**src/rtl/dump_ctrl.sv**
```systemverilog
// dump_ctrl: readback sequencer for the capture RAM queues.
// Reads all ENTRIES samples of one channel, oldest first, starting at the
// capture write pointer and wrapping at ENTRIES-1. Each byte goes to the
// UART with a trmt/tx_done handshake.
module dump_ctrl #(
  parameter int ENTRIES = 384,
  parameter int LOG2    = 9
) (
  input  logic            clk,
  input  logic            rst_n,
  input  logic            dump_go,
  input  logic [2:0]      dump_chan,
  input  logic [LOG2-1:0] waddr_cap,
  input  logic [7:0]      ch0_rdata,
  input  logic [7:0]      ch1_rdata,
  input  logic [7:0]      ch2_rdata,
  input  logic [7:0]      ch3_rdata,
  input  logic [7:0]      ch4_rdata,
  input  logic            tx_done,
  output logic [LOG2-1:0] raddr,
  output logic            ren,
  output logic [7:0]      tx_data,
  output logic            trmt,
  output logic            dump_busy,
  output logic            dump_cmplt,
  output logic            dump_err
);

  typedef enum logic [1:0] {IDLE, RD, LD, TX} state_t;

  localparam logic [15:0]     LAST_CNT  = 16'(ENTRIES - 1);
  localparam logic [LOG2-1:0] LAST_ADDR = LOG2'(ENTRIES - 1);

  state_t          state_reg, state_next;
  logic [2:0]      chan_reg, chan_next;
  logic [LOG2-1:0] raddr_reg, raddr_next;
  logic [15:0]     byte_cnt_reg, byte_cnt_next;
  logic [7:0]      tx_data_reg, tx_data_next;
  logic            trmt_reg, trmt_next;
  logic            cmplt_reg, cmplt_next;
  logic            err_reg, err_next;

  logic [7:0] rdata_sel;
  logic       go_ok;
  logic       go_bad;
  logic       last_byte;

  assign go_ok     = dump_go && (dump_chan <= 3'd4);
  assign go_bad    = dump_go && (dump_chan > 3'd4);
  assign last_byte = (byte_cnt_reg == LAST_CNT);

  // Select the read data of the channel latched at accept time
  always_comb begin
    rdata_sel = 8'h00;
    case (chan_reg)
      3'd0:    rdata_sel = ch0_rdata;
      3'd1:    rdata_sel = ch1_rdata;
      3'd2:    rdata_sel = ch2_rdata;
      3'd3:    rdata_sel = ch3_rdata;
      3'd4:    rdata_sel = ch4_rdata;
      default: rdata_sel = 8'h00;
    endcase
  end

  // State register; reset aborts any dump without a completion pulse
  always_ff @(posedge clk or negedge rst_n) begin
    if (!rst_n) begin
      state_reg <= IDLE;
    end else begin
      state_reg <= state_next;
    end
  end

  // Next-state: RD and LD are fixed single cycles, TX waits for tx_done
  always_comb begin
    state_next = state_reg;
    case (state_reg)
      IDLE:    if (go_ok) state_next = RD;
      RD:      state_next = LD;
      LD:      state_next = TX;
      TX:      if (tx_done) state_next = last_byte ? IDLE : RD;
      default: state_next = IDLE;
    endcase
  end

  // Output/datapath next values; strobes default low so they last one cycle
  always_comb begin
    chan_next     = chan_reg;
    raddr_next    = raddr_reg;
    byte_cnt_next = byte_cnt_reg;
    tx_data_next  = tx_data_reg;
    trmt_next     = 1'b0;
    cmplt_next    = 1'b0;
    err_next      = 1'b0;
    case (state_reg)
      IDLE: begin
        if (go_ok) begin
          chan_next     = dump_chan;
          raddr_next    = waddr_cap;
          byte_cnt_next = 16'd0;
        end
        if (go_bad) err_next = 1'b1;
      end
      LD: begin
        tx_data_next = rdata_sel;
        trmt_next    = 1'b1;
      end
      TX: begin
        if (tx_done) begin
          if (last_byte) begin
            cmplt_next = 1'b1;
          end else begin
            byte_cnt_next = byte_cnt_reg + 16'd1;
            raddr_next    = (raddr_reg == LAST_ADDR) ? '0 : raddr_reg + LOG2'(1);
          end
        end
      end
      default: ;
    endcase
  end

  // Datapath and registered outputs
  always_ff @(posedge clk or negedge rst_n) begin
    if (!rst_n) begin
      chan_reg     <= 3'd0;
      raddr_reg    <= '0;
      byte_cnt_reg <= 16'd0;
      tx_data_reg  <= 8'h00;
      trmt_reg     <= 1'b0;
      cmplt_reg    <= 1'b0;
      err_reg      <= 1'b0;
    end else begin
      chan_reg     <= chan_next;
      raddr_reg    <= raddr_next;
      byte_cnt_reg <= byte_cnt_next;
      tx_data_reg  <= tx_data_next;
      trmt_reg     <= trmt_next;
      cmplt_reg    <= cmplt_next;
      err_reg      <= err_next;
    end
  end

  assign raddr      = raddr_reg;
  assign ren        = (state_reg == RD);
  assign tx_data    = tx_data_reg;
  assign trmt       = trmt_reg;
  assign dump_busy  = (state_reg != IDLE);
  assign dump_cmplt = cmplt_reg;
  assign dump_err   = err_reg;

endmodule

```
**config.mk**
```make
export PLATFORM = sky130hd
export DESIGN_NAME = dump_ctrl
export DESIGN_NICKNAME = d
export VERILOG_FILES = /design/src/rtl/dump_ctrl.sv
export SDC_FILE = /design/constraint.sdc
export NUM_CORES = 1
export LEC_CHECK = 0
export ABC_AREA = 1
export BUFFER_PORTS_ARGS = -buffer_cell sky130_fd_sc_hd__clkbuf_2
export CORE_UTILIZATION = 38
export DETAILED_ROUTE_END_ITERATION = 12
export PLACE_DENSITY_LB_ADDON = 0.3
export SLEW_MARGIN = 20
export SYNTH_ARGS = -nofsm -noshare
export SYNTH_HDL_FRONTEND = slang
export SYNTH_SLANG_ARGS = --single-unit
```
**constraint.sdc**
```tcl
create_clock -name clk -period 1.8 [get_ports clk]
set_input_delay 0.27 -clock clk [delete_from_list [all_inputs] [get_ports clk]]
set_output_delay 0.27 -clock clk [all_outputs]
set_load 0.005 [all_outputs]
```
==> results of run 1 <==
## per-layer routing
| metal | vias up | part of all wire, % | GRT usage [%] |
|---|---|---|---|
| li1 | 1420 | - | - |
| met5 | - | 0 | 0 |
| met1 | 1193 | 45 | 22.00 |
| met2 | 71 | 48 | 33.26 |
| met3 | 6 | 6.3 | 4.571 |
| met4 | 0 | 1.1 | 5.000 |
## cell usage in the layout (no fill, tap or decap), types with 3 or more instances in the layout
| master | synthesis | layout |
|---|---|---|
| o21ai_0 | 15 | 15 |
| nor2_1 | 38 | 38 |
| nor2_4 | 2 | 3 |
| nand3_4 | 2 | 3 |
| nand2_1 | 171 | 171 |
| buf_4 | 1 | 4 |
| inv_1 | 33 | 33 |
| dfrtp_1 | 41 | 41 |
| nand4_1 | 8 | 8 |
| nand2_2 | 14 | 14 |
| clkbuf_8 | 0 | 5 |
| clkbuf_2 | 0 | 77 |
| nand3_1 | 27 | 27 |
| ha_1 | 7 | 7 |
| xnor2_1 | 3 | 3 |
| xor2_1 | 5 | 5 |
| a21oi_1 | 5 | 5 |
| o21ai_1 | 8 | 8 |
## logic make-up after synthesis
kind of cell,share of synthesized area (%)
adder cells (fa/ha/maj),3.214
buffers and inverters,7.392
AO/OA/AOI/OAI,5.693
AND/OR/NAND/NOR,43.48
flip-flops,37.65
XOR/XNOR,2.571
## worst min path at each step
stage | startpoint | slack [ns] | endpoint
after floorplan | rst_n | -0.03 | byte_cnt_reg[0]
after global placement | rst_n | 0.26 | tx_data[3]
after detailed placement | rst_n | 0.27 | tx_data[3]
after CTS | tx_done | 0.18 | dump_cmplt
after global routing | tx_done | 0.19 | dump_cmplt
final | tx_done | 0.19 | dump_cmplt
## synthesized netlist by cell type (3+ instances only)
cell type | count | area (um^2)
inv_1 | 33 | 123.9
a21oi_1 | 5 | 25.02
o21ai_1 | 8 | 40.04
nand4_1 | 8 | 50.05
xnor2_1 | 3 | 26.28
nand2_1 | 171 | 641.9
ha_1 | 7 | 87.58
nand2_2 | 14 | 87.58
nor2_1 | 38 | 142.6
xor2_1 | 5 | 43.79
nand3_1 | 27 | 135.1
o21ai_0 | 15 | 75.07
dfrtp_1 | 41 | 1026
## per-stage QoR
step	TNS [ns]	instance area [um^2]	cells	hold slack, ns	util, %
after global placement	0	3223	572	0.2612	46.92
after floorplan	0	2725	399	-0.02559	-
after CTS	0	3316	581	0.1788	48.27
final	0	3338	582	0.1870	48.60
after detailed placement	0	3223	572	0.2694	46.92
after global routing	-0.02027	3338	582	0.1925	48.60
## where the power goes
part | total (mW) | switching (mW) | internal [mW]
Combinational | 2.04 | 1.31 | 0.730
Sequential | 1.43 | 0.255 | 1.18
Clock | 0.583 | 0.314 | 0.269
Total | 4.06 | 1.88 | 2.18
## area by class of cell
type,instances,area (um^2),area share [%]
multi-input combinational,317,1520,45.54
sequential,41,1026,30.73
timing repair buffer,83,445.4,13.34
inverter,37,143.9,4.310
tap,96,120.1,3.598
clock buffer,6,72.57,2.174
clock inverter,2,10.01,0.2999
## repair_timing
item / CTS / global route
gates resized for setup: 0 / 2
setup endpoints to repair: 0 / 25
endpoints found under the hold margin: 41 / 0
hold buffers: 1 / 0
## worst max-delay path, cell delays in order, from the launching register on
cell,delay [ns]
dfrtp_1,0.42
ha_1,0.26
inv_4,0.14
nor2_1,0.05
inv_1,0.06
nand2_2,0.11
inv_4,0.14
nand3_4,0.21
nand2_1,0.12
nand2_1,0.05
==> out/qor.csv, run 1 <==
metric,value,unit
r2r-start,state_reg[0],
io_pins,78,
hold_viol_final,0,
cts_tree,built,
holdPathStages,3,
grt_setup_unrepaired,yes,
avgSynthCellArea,6.830,um^2
p_per_area,1215,nW/um^2
gp_congestion,0.8064,
cts_max_path_buffers,2,
n_fill_cell,717,
clk_pin_slew,0.08,ns
syn_inst,399,
largest_register_ffs,16,
post_cts_buffers,0,
io_buffers,77,
drc_errors,0,
grt_pass1_vias,2454,
crit_end,raddr[7],
drive_gt1_share,24.28,%
grt_antenna_before_repair,0,
ys.flop_type,dfrtp_1,
routedWlPerCell,11.16,um
cts_root_buf,clkbuf_8,
grt_first_pass_wirelength,10.93,mm
cp.required,1.99,ns
placementRows,30,
dp_slack,0.02690,ns
ff2ff_setup_slack,0.12,ns
synth_edf_count,0,
coreArea,6869,um^2
drt-vias-per-instance,4.622,
peakVddDrop,618.1,uV
wl,6.497,mm
dr.first_iter.drc_count,60,
clock_latency,0.29,ns
ys_types,30,
drt_pass1_iterations,4,
die_area,7514,um^2
die_x,86.69,um
final-setup-viol-count,0,
final_nets,548,
final-max-slew-violation-count,0,
globalRouteOverflowTotal,0,
worstSetupPathType,reg -> reg,
cts_buffers,5,
startpoint,state_reg[0],
fin_skew,0.007163,ns
h-tree-depth,2,
tightest_slew,0.5018,ns
worstSetupEndpointType,register,
die_height,86.69,um
cp-start-kind,register,
synth.net_count,462,
vias,2690,
start_util,39.67,%
dp_hpwl,5.027,mm
fmax,596.9,MHz
cap_violations,0,
setup_ws,0.1247,ns
rr_worst_depth,9,
syn2layout_area_growth,22.50,%
power,4.056,mW
detail-route-antenna-nets,0,
ys_seq_area_share,37.65,%
r2r_end,raddr[7],
leakage,1.794,nW
status,"complete, no violations",
netlist_area,2725,um^2
worst-path-max-fanout,12,
yosys_warnings,0,
min_path_type,in -> reg,
fin_crit,1.675,ns
grt.total_usage,18.52,%
cp.arrival,1.87,ns
fin_crit_sh,93.07,%
grt_max_degree,42,
numClockSinks,41,
async_flop_share,100.0,%
ys_ff_latch,41,
relSlewSlack,66.36,%
antennaDiodeCount,0,
Power figures use the tool's default switching activity.
==> inputs of run 2 (changes only) <==
--- a/config.mk
+++ b/config.mk
@@ -8,6 +8,7 @@
 export ABC_AREA = 1
 export BUFFER_PORTS_ARGS = -buffer_cell sky130_fd_sc_hd__clkbuf_2
 export CORE_UTILIZATION = 38
+export CTS_BUF_LIST = sky130_fd_sc_hd__clkbuf_2 sky130_fd_sc_hd__clkbuf_4 sky130_fd_sc_hd__clkbuf_8
 export DETAILED_ROUTE_END_ITERATION = 12
 export PLACE_DENSITY_LB_ADDON = 0.3
 export SLEW_MARGIN = 20
==> constraint.sdc (replaced) <==
create_clock -name clk -period 1.8 [get_ports clk]
set_input_delay 0.09 -clock clk [delete_from_list [all_inputs] [get_ports clk]]
set_output_delay 0.09 -clock clk [all_outputs]
set_load 0.005 [all_outputs]
==> out/qor.csv, run 2 (synthesis gave the netlist of run 1 again) <==
metric,value,unit,change
multi_input_area,1520,um^2,unchanged
p_per_area,1259,nW/um^2,+3.6%
rr_worst_depth,8,,-1
io_buffers,77,,unchanged
die_x,86.69,um,unchanged
worstSetupPathType,reg -> reg,,
seq_area,1026,um^2,unchanged
grt_pass1_vias,2440,,-0.57%
path_depth,8,,-1
critPathSlowestCell,dfrtp_1,,
grt_antenna_before_repair,0,,unchanged
tightest_slew,0.5245,ns,+0.02265 ns
hold_viol_final,0,,unchanged
post-route-util,49.18,%,+0.58 points
routedWlPerCell,11.17,um,about the same
drt-vias-per-instance,4.656,,+0.74%
io_pins,78,,unchanged
h-tree-depth,2,,unchanged
fin_hold_ws,0.01907,ns,-0.1679 ns
relSlewSlack,64.84,%,-1.5 points
holdPathStages,3,,unchanged
min_path_type,in -> reg,,
clk_pin_slew,0.08,ns,about the same
fin_skew,0.009174,ns,+0.002010 ns
syn2layout_area_growth,23.97,%,
cts_root_buf,clkbuf_8,,
gp_congestion,0.8150,,+1.1%
clock_latency,0.29,ns,about the same
drt_pass1_iterations,4,,unchanged
worst-path-max-fanout,11,,-1
largest_register_ffs,16,,unchanged
fin_crit_sh,90.44,%,-2.6 points
placed_area,3223,um^2,unchanged
power_frac_seq,33.9,%,-1.5 points
status,"complete, no violations",,
power_frac_comb,48.0,%,-2.3 points
cp-start-kind,register,,
start_util,39.67,%,unchanged
coreArea,6869,um^2,unchanged
critPathBufInv,2,,-1
critPathTopFamily,simple AND/OR/NAND/NOR gates,,
grt_first_pass_wirelength,10.82,mm,-1.0%
p_int,2.378,mW,+9.2%
final_nets,548,,unchanged
worstSetupEndpointType,register,,
cp.arrival,1.86,ns,about the same
leakage,1.812,nW,+0.97%
drive_gt1_share,24.49,%,+0.21 points
detail-route-antenna-nets,0,,unchanged
final-setup-viol-count,0,,unchanged
final-max-slew-violation-count,0,,unchanged
cap_violations,0,,unchanged
switchingPower,1.874,mW,-0.26%
die_area,7514,um^2,unchanged
power,4.252,mW,+4.8%
final_cell_mix,"nand2_1, clkbuf_2, dfrtp_1",,
antennaDiodeCount,0,,unchanged
numClockSinks,41,,unchanged
switching_share,44.07,%,-2.2 points
grt_max_degree,42,,unchanged
placementRows,30,,unchanged
cp.required,2.03,ns,+0.04 ns
n_fill_cell,668,,-6.8%
power.share.clock,18.1,%,+3.7 points
max_stage_delay,0.41,ns,about the same
fmax,614.3,MHz,+2.9%
cts_tree,built,,
setup-tns-final,0,ns,unchanged
dp_hpwl,5.006,mm,-0.41%
vias,2710,,+0.74%
die_height,86.69,um,unchanged
layout_commonest_cell,nand2_1,,
globalRouteOverflowTotal,0,,unchanged
cts_buffers,5,,unchanged
dr.first_iter.drc_count,125,,+110%
drc_errors,0,,unchanged
peakVddDrop,694.1,uV,+12%
stdcell_area,3378,um^2,+1.2%
cts_max_path_buffers,2,,unchanged
fin_crit,1.628,ns,-0.04743 ns
wl,6.500,mm,about the same
grt.total_usage,18.42,%,-0.10 points
crit_path_cell_trace,ha_1 -> inv_4 -> nor2_1 -> inv_1 -> nand2_2 -> nor2_2 -> nand3_1 -> nand2_1,,
grt_setup_unrepaired,no,,
## run 2: power by group through the flow
stage,Combinational [mW],Clock [mW],Sequential (mW)
after floorplan,1.49,0,1.42
after global placement,1.94,0,1.45
after detailed placement,1.98,0,1.46
after CTS,1.99,0.800,1.44
after global routing,2.36,0.840,1.48
final,2.04,0.771,1.44
## run 2: layout make-up
class                   instances  share of cell area (%)
flip-flops and latches         41                   30.37
repair buffers                 83                   13.19
multi-input cells             317                   45.00
well taps                      96                   3.556
inverters                      37                   4.333
clock inverters                 1                  0.8889
clock buffers                   7                   2.667
## run 2: final timing paths
path | endpoint | start | slack [ns]
worst max-delay path | byte_cnt_reg[14] | state_reg[0] | 0.17
worst min-delay path | dump_cmplt | tx_done | 0.02
worst max register to register | byte_cnt_reg[14] | state_reg[0] | 0.17
worst min register to register | tx_data[5] | tx_data[5] | 0.48
max in group asynchronous | byte_cnt_reg[6] | rst_n | 1.28
min in group asynchronous | tx_data[1] | rst_n | 0.31
## run 2: tightest hold or removal path: stages
cell	delay, ns
clkbuf_2	0.10
inv_1	0.05
nor2_1	0.04
## run 2: what timing repair did
item,in CTS,in global routing
setup buffers,0,0
setup endpoints to repair,0,25
resized for setup,0,3
hold endpoints to repair,41,0
hold buffers,1,0
## run 2: metal layers
metal  global-route usage (%)  vias up  wire (um)
met5                        0        -          0
met4                    5.455        0         75
met3                    3.905        6        405
met2                    33.19       92       3124
met1                    22.01     1186       2894
li1                         -     1426          -
## run 2: stage by stage
stage,setup WS [ns],std cells
CTS,0.03968,581
global route,0.01546,582
floorplan,0.2054,399
global placement,0.08281,572
finish,0.1721,582
detailed placement,0.06383,572
==> inputs of run 3 (changes only) <==
--- a/config.mk
+++ b/config.mk
@@ -7,9 +7,11 @@
 export LEC_CHECK = 0
 export ABC_AREA = 1
 export BUFFER_PORTS_ARGS = -buffer_cell sky130_fd_sc_hd__clkbuf_2
+export CAP_MARGIN = 20
 export CORE_UTILIZATION = 38
 export CTS_BUF_LIST = sky130_fd_sc_hd__clkbuf_2 sky130_fd_sc_hd__clkbuf_4 sky130_fd_sc_hd__clkbuf_8
 export DETAILED_ROUTE_END_ITERATION = 12
+export HOLD_SLACK_MARGIN = 0.1
 export PLACE_DENSITY_LB_ADDON = 0.3
 export SLEW_MARGIN = 20
 export SYNTH_ARGS = -nofsm -noshare
==> out/qor.csv, run 3 (synthesis gave the netlist of run 1 again) <==
metric,value,unit,change
status,"complete, no violations",,
start_util,39.67,%,unchanged
peakVddDrop,696.6,uV,+0.35%
layout_commonest_cell,nand2_1,,
worstSetupEndpointType,register,,
final-max-slew-violation-count,0,,unchanged
io_pins,78,,unchanged
dr.first_iter.drc_count,129,,+3.2%
cp.required,2.03,ns,about the same
coreArea,6869,um^2,unchanged
min_path_type,in -> reg,,
min_to,raddr[6],,
grt_pass1_vias,2518,,+3.2%
final_nets,561,,+2.4%
cts_buffers,5,,unchanged
h-tree-depth,2,,unchanged
placed_area,3223,um^2,unchanged
rr_worst_depth,8,,unchanged
grt.total_usage,18.79,%,+0.37 points
relSlewSlack,64.79,%,about the same
cts_max_path_buffers,2,,unchanged
dp_hpwl,5.006,mm,unchanged
worst-path-max-fanout,11,,unchanged
dp_cells,572,,unchanged
drc_errors,0,,unchanged
die_x,86.69,um,unchanged
fmax,604.9,MHz,-1.5%
routedWlPerCell,11.16,um,-0.11%
cp.arrival,1.88,ns,+0.02 ns
tightest_slew,0.5253,ns,+0.0007974 ns
syn2layout_area_growth,28.74,%,
fin_crit,1.653,ns,+0.02523 ns
fin_hold_ws,0.1076,ns,+0.08849 ns
clock_latency,0.29,ns,about the same
r2r_end,byte_cnt_reg[15],,
vias,2748,,+1.4%
largest_register_ffs,16,,unchanged
clk_pin_slew,0.08,ns,about the same
drive_gt1_share,23.85,%,-0.64 points
wl,6.638,mm,+2.1%
worstSetupPathType,reg -> reg,,
cts_root_buf,clkbuf_8,,
cp-start-kind,register,,
cap_violations,0,,unchanged
cts_tree,built,,
final_cell_mix,"nand2_1, clkbuf_2, dfrtp_1",,
p_per_area,1220,nW/um^2,-3.0%
grt_max_degree,42,,unchanged
io_buffers,77,,unchanged
grt_first_pass_wirelength,11.04,mm,+2.0%
fin_crit_sh,91.84,%,+1.4 points
numClockSinks,41,,unchanged
grt_setup_unrepaired,no,,
final-instance-count-excl-fill,595,,+2.2%
die_height,86.69,um,unchanged
post_cts_buffers,0,,unchanged
r2r-start,state_reg[0],,
globalRouteOverflowTotal,0,,unchanged
holdPathStages,5,,+2
antennaDiodeCount,0,,unchanged
die_area,7514,um^2,unchanged
grt_antenna_before_repair,0,,unchanged
leakage,1.868,nW,+3.1%
stdcell_area,3508,um^2,+3.9%
placementRows,30,,unchanged
detail-route-antenna-nets,0,,unchanged
ff2ff_setup_slack,0.15,ns,-0.03 ns
drt_pass1_iterations,4,,unchanged
final-setup-viol-count,0,,unchanged
setup-tns-final,0,ns,unchanged
power,4.281,mW,+0.70%
min-delay-start,waddr_cap[6],,
hold_viol_final,0,,unchanged
drt-vias-per-instance,4.618,,-0.81%
gp_congestion,0.8150,,unchanged
fin_skew,0.009012,ns,-0.0001611 ns
## run 3: per-stage QoR
step,utilization [%],worst slack (ns)
after floorplan,-,0.2054
after global placement,46.92,0.08281
after detailed placement,46.92,0.06383
after CTS,50.71,0.03968
after global routing,51.07,0.01546
final,51.07,0.1468
## run 3: repair_timing
action | in CTS | in global routing
hold buffers | 14 | 0
endpoints found under the setup margin | 0 | 25
hold endpoints to repair | 53 | 0
gates resized for setup | 0 | 3
## run 3: report_power, final
group,switching [mW],internal (mW)
logic,1.32,0.752
registers,0.264,1.18
clock network,0.304,0.467
## run 3: critical path, cell delays in order (launching register included)
cell and delay, ns:
dfrtp_1 0.41, ha_1 0.25, inv_4 0.14, nor2_1 0.05
inv_1 0.06, nand2_2 0.12, nor2_2 0.36, nand3_1 0.12
nand2_1 0.08
## run 3: worst max path at each step
stage	from	end	slack, ns	cells past startpoint
floorplan	state_reg[0]	byte_cnt_reg[2]	0.21	11
global placement	byte_cnt_reg[0]	byte_cnt_reg[9]	0.08	8
detailed placement	state_reg[0]	byte_cnt_reg[9]	0.06	9
CTS	state_reg[0]	byte_cnt_reg[9]	0.04	9
global route	state_reg[0]	byte_cnt_reg[14]	0.02	8
finish	state_reg[0]	byte_cnt_reg[15]	0.15	8
## run 3: area by class of cell
cell class,count,area (um^2)
clock buffer,7,90.09
clock inverter,1,30.03
fill,657,3361
inverter,37,146.4
multi-input combinational,317,1520
sequential,41,1026
tap,96,120.1
timing repair buffer,96,575.6
## run 3: per-layer routing
metal / vias up / track usage (%) / wire, um
li1: 1451 / - / -
met1: 1206 / 22.13 / 2928
met2: 85 / 34.34 / 3226
met3: 6 / 3.905 / 407
met4: 0 / 5.455 / 75
met5: - / 0 / 0
